`src/rtl/ps2_pkg.sv`:
```
// ps2_pkg
// Shared definitions for the PS/2 keyboard front end: the receive-frame
// state enum, the special Set-2 scan bytes, the HID usage codes produced
// for game control, and the scan-code to HID lookup.
package ps2_pkg;

  typedef enum logic [1:0] {
    IDLE,
    DATA,
    PARITY,
    STOP
  } frame_state_e;

  // Prefix bytes and keyboard status bytes
  localparam logic [7:0] PS2_EXT    = 8'hE0;
  localparam logic [7:0] PS2_BRK    = 8'hF0;
  localparam logic [7:0] PS2_ACK    = 8'hFA;
  localparam logic [7:0] PS2_BAT_OK = 8'hAA;
  localparam logic [7:0] PS2_ECHO   = 8'hEE;

  // HID usage codes
  localparam logic [7:0] HID_NONE  = 8'h00;
  localparam logic [7:0] HID_A     = 8'h04;
  localparam logic [7:0] HID_D     = 8'h07;
  localparam logic [7:0] HID_S     = 8'h16;
  localparam logic [7:0] HID_W     = 8'h1A;
  localparam logic [7:0] HID_ENTER = 8'h28;
  localparam logic [7:0] HID_SPACE = 8'h2C;
  localparam logic [7:0] HID_RIGHT = 8'h4F;
  localparam logic [7:0] HID_LEFT  = 8'h50;
  localparam logic [7:0] HID_DOWN  = 8'h51;
  localparam logic [7:0] HID_UP    = 8'h52;

  // Extended and plain code spaces are disjoint: an arrow code without
  // its E0 prefix (or a letter code with one) maps to nothing.
  function automatic logic [7:0] scan_to_hid(input logic ext, input logic [7:0] code);
    logic [7:0] hid;
    hid = HID_NONE;
    if (ext) begin
      case (code)
        8'h75:   hid = HID_UP;
        8'h72:   hid = HID_DOWN;
        8'h6B:   hid = HID_LEFT;
        8'h74:   hid = HID_RIGHT;
        default: hid = HID_NONE;
      endcase
    end else begin
      case (code)
        8'h1D:   hid = HID_W;
        8'h1C:   hid = HID_A;
        8'h1B:   hid = HID_S;
        8'h23:   hid = HID_D;
        8'h29:   hid = HID_SPACE;
        8'h5A:   hid = HID_ENTER;
        default: hid = HID_NONE;
      endcase
    end
    return hid;
  endfunction

endpackage

```
`src/rtl/ps2_rx_frame.sv`:
```
// ps2_rx_frame
// Receives one 11-bit PS/2 frame (start, 8 data LSB first, odd parity,
// stop) from the raw keyboard lines.
// Ports:
//   Clk, Reset_n  system clock, asynchronous active-low reset
//   ps2_clk       raw PS/2 clock (asynchronous)
//   ps2_data      raw PS/2 data (asynchronous)
//   rx_byte       last received data byte, valid while byte_valid is high
//   byte_valid    one-cycle strobe, cycle after the stop-bit fall of a good frame
//   frame_err     one-cycle pulse on parity, stop-bit or timeout error
//   rx_timeout    one-cycle pulse, coincident with frame_err, for timeouts only
module ps2_rx_frame
  import ps2_pkg::*;
#(
  parameter int FILTER_LEN     = 4,
  parameter int TIMEOUT_CYCLES = 50000
) (
  input  logic       Clk,
  input  logic       Reset_n,
  input  logic       ps2_clk,
  input  logic       ps2_data,
  output logic [7:0] rx_byte,
  output logic       byte_valid,
  output logic       frame_err,
  output logic       rx_timeout
);

  localparam int FW = $clog2(FILTER_LEN + 1);
  localparam int TW = $clog2(TIMEOUT_CYCLES + 1);

  logic [1:0]    clk_sync, data_sync;
  logic          clk_filt;
  logic [FW-1:0] filt_cnt;
  logic          filt_flip, fall;

  frame_state_e  state_q, state_d;
  logic [2:0]    bit_cnt_q, bit_cnt_d;
  logic [7:0]    shift_q, shift_d;
  logic          parity_q, parity_d;
  logic [TW-1:0] tmo_q, tmo_d;
  logic          tmo_hit, valid_d, err_d, timeout_d;

  // Both lines idle high, so the synchronizers and filter reset high.
  always_ff @(posedge Clk or negedge Reset_n) begin
    if (!Reset_n) begin
      clk_sync  <= 2'b11;
      data_sync <= 2'b11;
    end else begin
      clk_sync  <= {clk_sync[0], ps2_clk};
      data_sync <= {data_sync[0], ps2_data};
    end
  end

  // The filtered level flips on the FILTER_LEN-th consecutive sample that
  // disagrees with it; any agreeing sample restarts the count.
  assign filt_flip = (clk_sync[1] != clk_filt) && (filt_cnt == FW'(FILTER_LEN - 1));
  assign fall      = filt_flip && clk_filt;

  always_ff @(posedge Clk or negedge Reset_n) begin
    if (!Reset_n) begin
      clk_filt <= 1'b1;
      filt_cnt <= '0;
    end else if (clk_sync[1] == clk_filt) begin
      filt_cnt <= '0;
    end else if (filt_flip) begin
      clk_filt <= clk_sync[1];
      filt_cnt <= '0;
    end else begin
      filt_cnt <= filt_cnt + 1'b1;
    end
  end

  // A genuine fall in the terminal cycle keeps the frame alive.
  assign tmo_hit = (state_q != IDLE) && (tmo_q == TW'(TIMEOUT_CYCLES - 1)) && !fall;

  always_ff @(posedge Clk or negedge Reset_n) begin
    if (!Reset_n) begin
      state_q    <= IDLE;
      bit_cnt_q  <= '0;
      shift_q    <= '0;
      parity_q   <= 1'b0;
      tmo_q      <= '0;
      byte_valid <= 1'b0;
      frame_err  <= 1'b0;
      rx_timeout <= 1'b0;
    end else begin
      state_q    <= state_d;
      bit_cnt_q  <= bit_cnt_d;
      shift_q    <= shift_d;
      parity_q   <= parity_d;
      tmo_q      <= tmo_d;
      byte_valid <= valid_d;
      frame_err  <= err_d;
      rx_timeout <= timeout_d;
    end
  end

  always_comb begin
    state_d   = state_q;
    bit_cnt_d = bit_cnt_q;
    shift_d   = shift_q;
    parity_d  = parity_q;
    valid_d   = 1'b0;
    err_d     = 1'b0;
    timeout_d = 1'b0;
    tmo_d     = (state_q == IDLE || fall) ? '0 : tmo_q + 1'b1;

    if (tmo_hit) begin
      state_d   = IDLE;
      tmo_d     = '0;
      err_d     = 1'b1;
      timeout_d = 1'b1;
    end else if (fall) begin
      case (state_q)
        IDLE: begin
          if (!data_sync[1]) begin
            state_d   = DATA;
            bit_cnt_d = '0;
          end
        end
        DATA: begin
          shift_d   = {data_sync[1], shift_q[7:1]};
          bit_cnt_d = bit_cnt_q + 3'd1;
          if (bit_cnt_q == 3'd7) state_d = PARITY;
        end
        PARITY: begin
          parity_d = data_sync[1];
          state_d  = STOP;
        end
        STOP: begin
          state_d = IDLE;
          if (data_sync[1] && ((^shift_q) ^ parity_q)) valid_d = 1'b1;
          else                                         err_d   = 1'b1;
        end
        default: state_d = IDLE;
      endcase
    end
  end

  // The shift register is untouched between the stop fall and the strobe.
  assign rx_byte = shift_q;

endmodule

```
`src/rtl/ps2_keycode_decoder.sv`:
```
// ps2_keycode_decoder
// Turns PS/2 Set-2 make/break/extended sequences into a held HID keycode
// on the same 8-bit bus the USB keycode source drives.
// Ports:
//   Clk, Reset_n  system clock, asynchronous active-low reset
//   ps2_clk       raw PS/2 clock (asynchronous)
//   ps2_data      raw PS/2 data (asynchronous)
//   keycode       HID code of the most recent mapped key still held, 0 = none
//   key_event     one-cycle pulse whenever keycode is written
//   frame_err     one-cycle pulse on parity, stop-bit or timeout error
module ps2_keycode_decoder
  import ps2_pkg::*;
#(
  parameter int FILTER_LEN     = 4,
  parameter int TIMEOUT_CYCLES = 50000
) (
  input  logic       Clk,
  input  logic       Reset_n,
  input  logic       ps2_clk,
  input  logic       ps2_data,
  output logic [7:0] keycode,
  output logic       key_event,
  output logic       frame_err
);

  logic [7:0] rx_byte;
  logic       byte_valid, rx_timeout;
  logic       ext_q, brk_q;
  logic [7:0] hid;

  ps2_rx_frame #(
    .FILTER_LEN     (FILTER_LEN),
    .TIMEOUT_CYCLES (TIMEOUT_CYCLES)
  ) u_rx (
    .Clk        (Clk),
    .Reset_n    (Reset_n),
    .ps2_clk    (ps2_clk),
    .ps2_data   (ps2_data),
    .rx_byte    (rx_byte),
    .byte_valid (byte_valid),
    .frame_err  (frame_err),
    .rx_timeout (rx_timeout)
  );

  assign hid = scan_to_hid(ext_q, rx_byte);

  // Prefix bytes only arm flags; any other non-status byte consumes them.
  // A break only releases the key currently shown, so releasing an older
  // key while a newer one is held leaves the newer one on the bus.
  always_ff @(posedge Clk or negedge Reset_n) begin
    if (!Reset_n) begin
      ext_q     <= 1'b0;
      brk_q     <= 1'b0;
      keycode   <= HID_NONE;
      key_event <= 1'b0;
    end else begin
      key_event <= 1'b0;
      if (rx_timeout) begin
        ext_q <= 1'b0;
        brk_q <= 1'b0;
      end else if (byte_valid) begin
        case (rx_byte)
          PS2_EXT: ext_q <= 1'b1;
          PS2_BRK: brk_q <= 1'b1;
          PS2_ACK, PS2_BAT_OK, PS2_ECHO: begin
          end
          default: begin
            ext_q <= 1'b0;
            brk_q <= 1'b0;
            if (hid != HID_NONE) begin
              if (!brk_q) begin
                keycode   <= hid;
                key_event <= 1'b1;
              end else if (hid == keycode) begin
                keycode   <= HID_NONE;
                key_event <= 1'b1;
              end
            end
          end
        endcase
      end
    end
  end

endmodule

```
`config.mk`:
```
export PLATFORM = sky130hd
export DESIGN_NAME = ps2_keycode_decoder
export DESIGN_NICKNAME = d
export VERILOG_FILES = /design/src/rtl/ps2_pkg.sv /design/src/rtl/ps2_rx_frame.sv /design/src/rtl/ps2_keycode_decoder.sv
export SDC_FILE = /design/constraint.sdc
export NUM_CORES = 1
export LEC_CHECK = 0
export ABC_AREA = 1
export CAP_MARGIN = 20
export CORE_MARGIN = 2
export CORE_UTILIZATION = 55
export DETAILED_ROUTE_END_ITERATION = 16
export PLACE_DENSITY = 0.82
export RECOVER_POWER = 100
export SYNTH_ARGS = -nofsm -noshare
export SYNTH_HDL_FRONTEND = slang
export SYNTH_SLANG_ARGS = --single-unit
```
`constraint.sdc`:
```
create_clock -name Clk -period 2.8 [get_ports Clk]
set_clock_uncertainty 0.05 [all_clocks]
set_input_delay 0.56 -clock Clk [delete_from_list [all_inputs] [get_ports Clk]]
set_output_delay 0.56 -clock Clk [all_outputs]
set_load 0.02 [all_outputs]
```
==> results.cfg <==
[pwr]
power_leakage_nw = 1.57
p_total_mw = 1.59
pwr_density_cell_nw_per_um2 = 490
vdd_drop_max_uv = 308

[critical_path]
worstPathCellList = inv_1 > ha_1 > nand2_1 > inv_1 > nand3_1 > nand2_1 > a31oi_1 > nand3_1 > nor2_8 > nand3_1 > nand3_1 > nand2_1
cp.arrival_ns = 2.44
crit_required_ns = 2.94
cpPeakStageDelay_ns = 0.41
crit_path_frequent_cell = nand3_1
crit_cells = 12
cp-end-kind = register
worstPathMaxFanout = 8
cp_num_buf_inv = 2
r2r_slack_ns = 0.50
crit_end = keycode[1]
start_kind = register
r2r_cells = 12
criticalPathCategory = reg -> reg
slowest_stage = dfrtp_1
path_delay_family = simple AND/OR/NAND/NOR gates
r2r-start = u_rx.rx_byte[2]
startpoint = u_rx.rx_byte[2]
r2r-end = keycode[1]

[route]
top_layer_used = met4
antenna_left = 0
routed_via_density = 5.18
wl_met2_mm = 2.43
drt_wl_total_mm = 5.35
vias = 2289
avgRoutedWirePerCell_um = 12.1
wl_met3_um = 181
drt_iter0_drc = 112
dr.pass1.iters = 5
met1_length_mm = 2.65
drc_errors = 0

[flow_run]
maxCapViolations = 0

[clock_tree]
cts-htree-levels = 2
hold_buffers = 0
root_buffer = clkbuf_8
clkSinkCount = 51
postCtsSetupBuffers = 0
cts_tree = done
insertion_delay_ns = 0.30
clock_path_buffers = 2
cts_buffers = 5
clk_pin_slew_ns = 0.09
cts_resized = 0

[floorplan]
num_io_pins = 14
dieArea_um2 = 6030
rows = 26
die_h_um = 77.6
initial_core_util = 0.577
coreArea_um2 = 5170
die_w_um = 77.6

[global_routing]
antenna_found_initial = 0
grt-ovfl-total = 0
grt_pass1_wl_mm = 9.43
gr-usage-all-layers = 0.194
grt_pass1_vias = 2200
grt_start_max_net_pins = 52

[layout]
final_area_um2 = 3240
n_fill_cell = 431
regArea_um2 = 1280
area_delta_synth_final_pct = 8.56
multi_input_area_um2 = 1470
drive_above_1_share = 0.0753
fin_nets = 398
post-route-util = 0.626
diodes = 0

[timing]
period_minus_slack_ns = 2.30
hold_viol_final = 0
slew_viol_final = 0
slew_headroom = 0.189
setup_viol = 0
min_period_over_period = 0.822
fmax_mhz = 434
tns_ns = 0
worst_pin_slew_ns = 1.22
hold-worst-slack_ns = 0.310
rsz0062_at_grt = false

[yosys]
netlist_instances = 353
syn-num-nets = 380
synth_area_um2 = 2980
synth.distinct_cells = 41
yosysWarnings = 0
ys_seq_elements = 51
ys_async_sr_fraction = 1.00
synth-seq-area-share = 0.430
ys.flop_type = dfrtp_1
syn_area_per_cell_um2 = 8.45
synth-edff-count = 0

[placed_design]
gp_congestion = 0.867
port-buffer-count = 12
dpl.hpwl_mm = 4.08
dpl_cell_area_um2 = 3180

[worst_hold_path]
hold_class = reg -> reg

[status]
status = finished, final reports clean
report_power, final:
part	switching [mW]	internal, mW	total [mW]	leakage (nW)
Sequential	0.0378	0.792	0.830	0.690
Clock	0.246	0.202	0.448	0.0474
Combinational	0.218	0.0910	0.309	0.831
how the worst min path moves through the flow:
| stage | start | end | depth (start not counted) |
|---|---|---|---|
| final | u_rx.data_sync[0] | u_rx.data_sync[1] | 0 |
| after floorplan | Reset_n | brk_q | 0 |
| after CTS | u_rx.data_sync[0] | u_rx.data_sync[1] | 0 |
| after global routing | u_rx.data_sync[0] | u_rx.data_sync[1] | 0 |
| after detailed placement | u_rx.data_sync[0] | u_rx.data_sync[1] | 0 |
| after global placement | u_rx.data_sync[0] | u_rx.data_sync[1] | 0 |
worst reg2reg max path: stages (launching register included):
cell and delay [ns]:
dfrtp_1 0.41, inv_1 0.10, ha_1 0.25, nand2_1 0.08, inv_1 0.06, nand3_1 0.09, nand2_1 0.06, a31oi_1 0.22
nand3_1 0.25, nor2_8 0.18, nand3_1 0.23, nand3_1 0.14, nand2_1 0.07
flip-flops by register name, indices dropped and copies added (netlist names), 2 cells and up:
name            count
u_rx.tmo_q         16
u_rx.rx_byte        8
keycode             7
u_rx.bit_cnt_q      3
u_rx.filt_cnt       3
u_rx.clk_sync       2
u_rx.data_sync      2
u_rx.state_q        2
placed cells by master, fill, tap and decap left out, drive strengths merged, types with 10 or more instances in the layout:
master	synthesis	layout
a21oi	10	10
dfrtp	46	46
dlygate4sd3	0	11
ha	23	23
inv	44	44
nand2	81	81
nand3	36	36
nor2	41	41
o21ai	17	17
synthesized netlist by cell type (all sizes together) (3+ instances only):
cell,count,share of area
nand2,81,0.11
dfrtp,46,0.39
inv,44,0.055
nor2,41,0.068
nand3,36,0.064
ha,23,0.096
o21ai,17,0.030
a21oi,10,0.018
nor3,7,0.012
xor2,7,0.021
nand4,6,0.013
dfstp,5,0.044
nand3b,5,0.021
xnor2,4,0.014
a31oi,3,0.0063
per-layer routing:
metal,global-route usage,vias to the layer above
li1,-,1177
met1,0.260,1059
met2,0.314,44
met3,0.0360,9
met4,0.0696,0
met5,0,-
logic make-up (layout without fill, tap and decap cells):
logic type / after synthesis / in the layout / share of synthesized area
and+or+nand+nor: 183 / 183 / 0.300
DFF: 51 / 51 / 0.430
buffers and inverters: 48 / 67 / 0.0650
AOI/OAI and AO/OA: 35 / 35 / 0.0684
adders and majority gates: 23 / 23 / 0.0965
xor gates and xnor gates: 11 / 11 / 0.0348
other: 1 / 1 / 0.00126
muxes: 1 / 1 / 0.00377
metrics by stage:
stage / cells / setup slack (ns)
6_report: 442 / 0.497
3_3_place_gp: 434 / 0.666
2_1_floorplan: 353 / 0.892
3_5_place_dp: 434 / 0.621
5_1_grt: 442 / 0.232
4_1_cts: 442 / 0.605
cell type report:
| cell class | instances | area share |
|---|---|---|
| clock buffer | 6 | 0.0255 |
| clock inverter | 2 | 0.00502 |
| inverter | 46 | 0.0553 |
| multi-input combinational | 254 | 0.454 |
| sequential | 51 | 0.396 |
| tap | 70 | 0.0270 |
| timing repair buffer | 13 | 0.0371 |
Power figures use the tool's default switching activity.
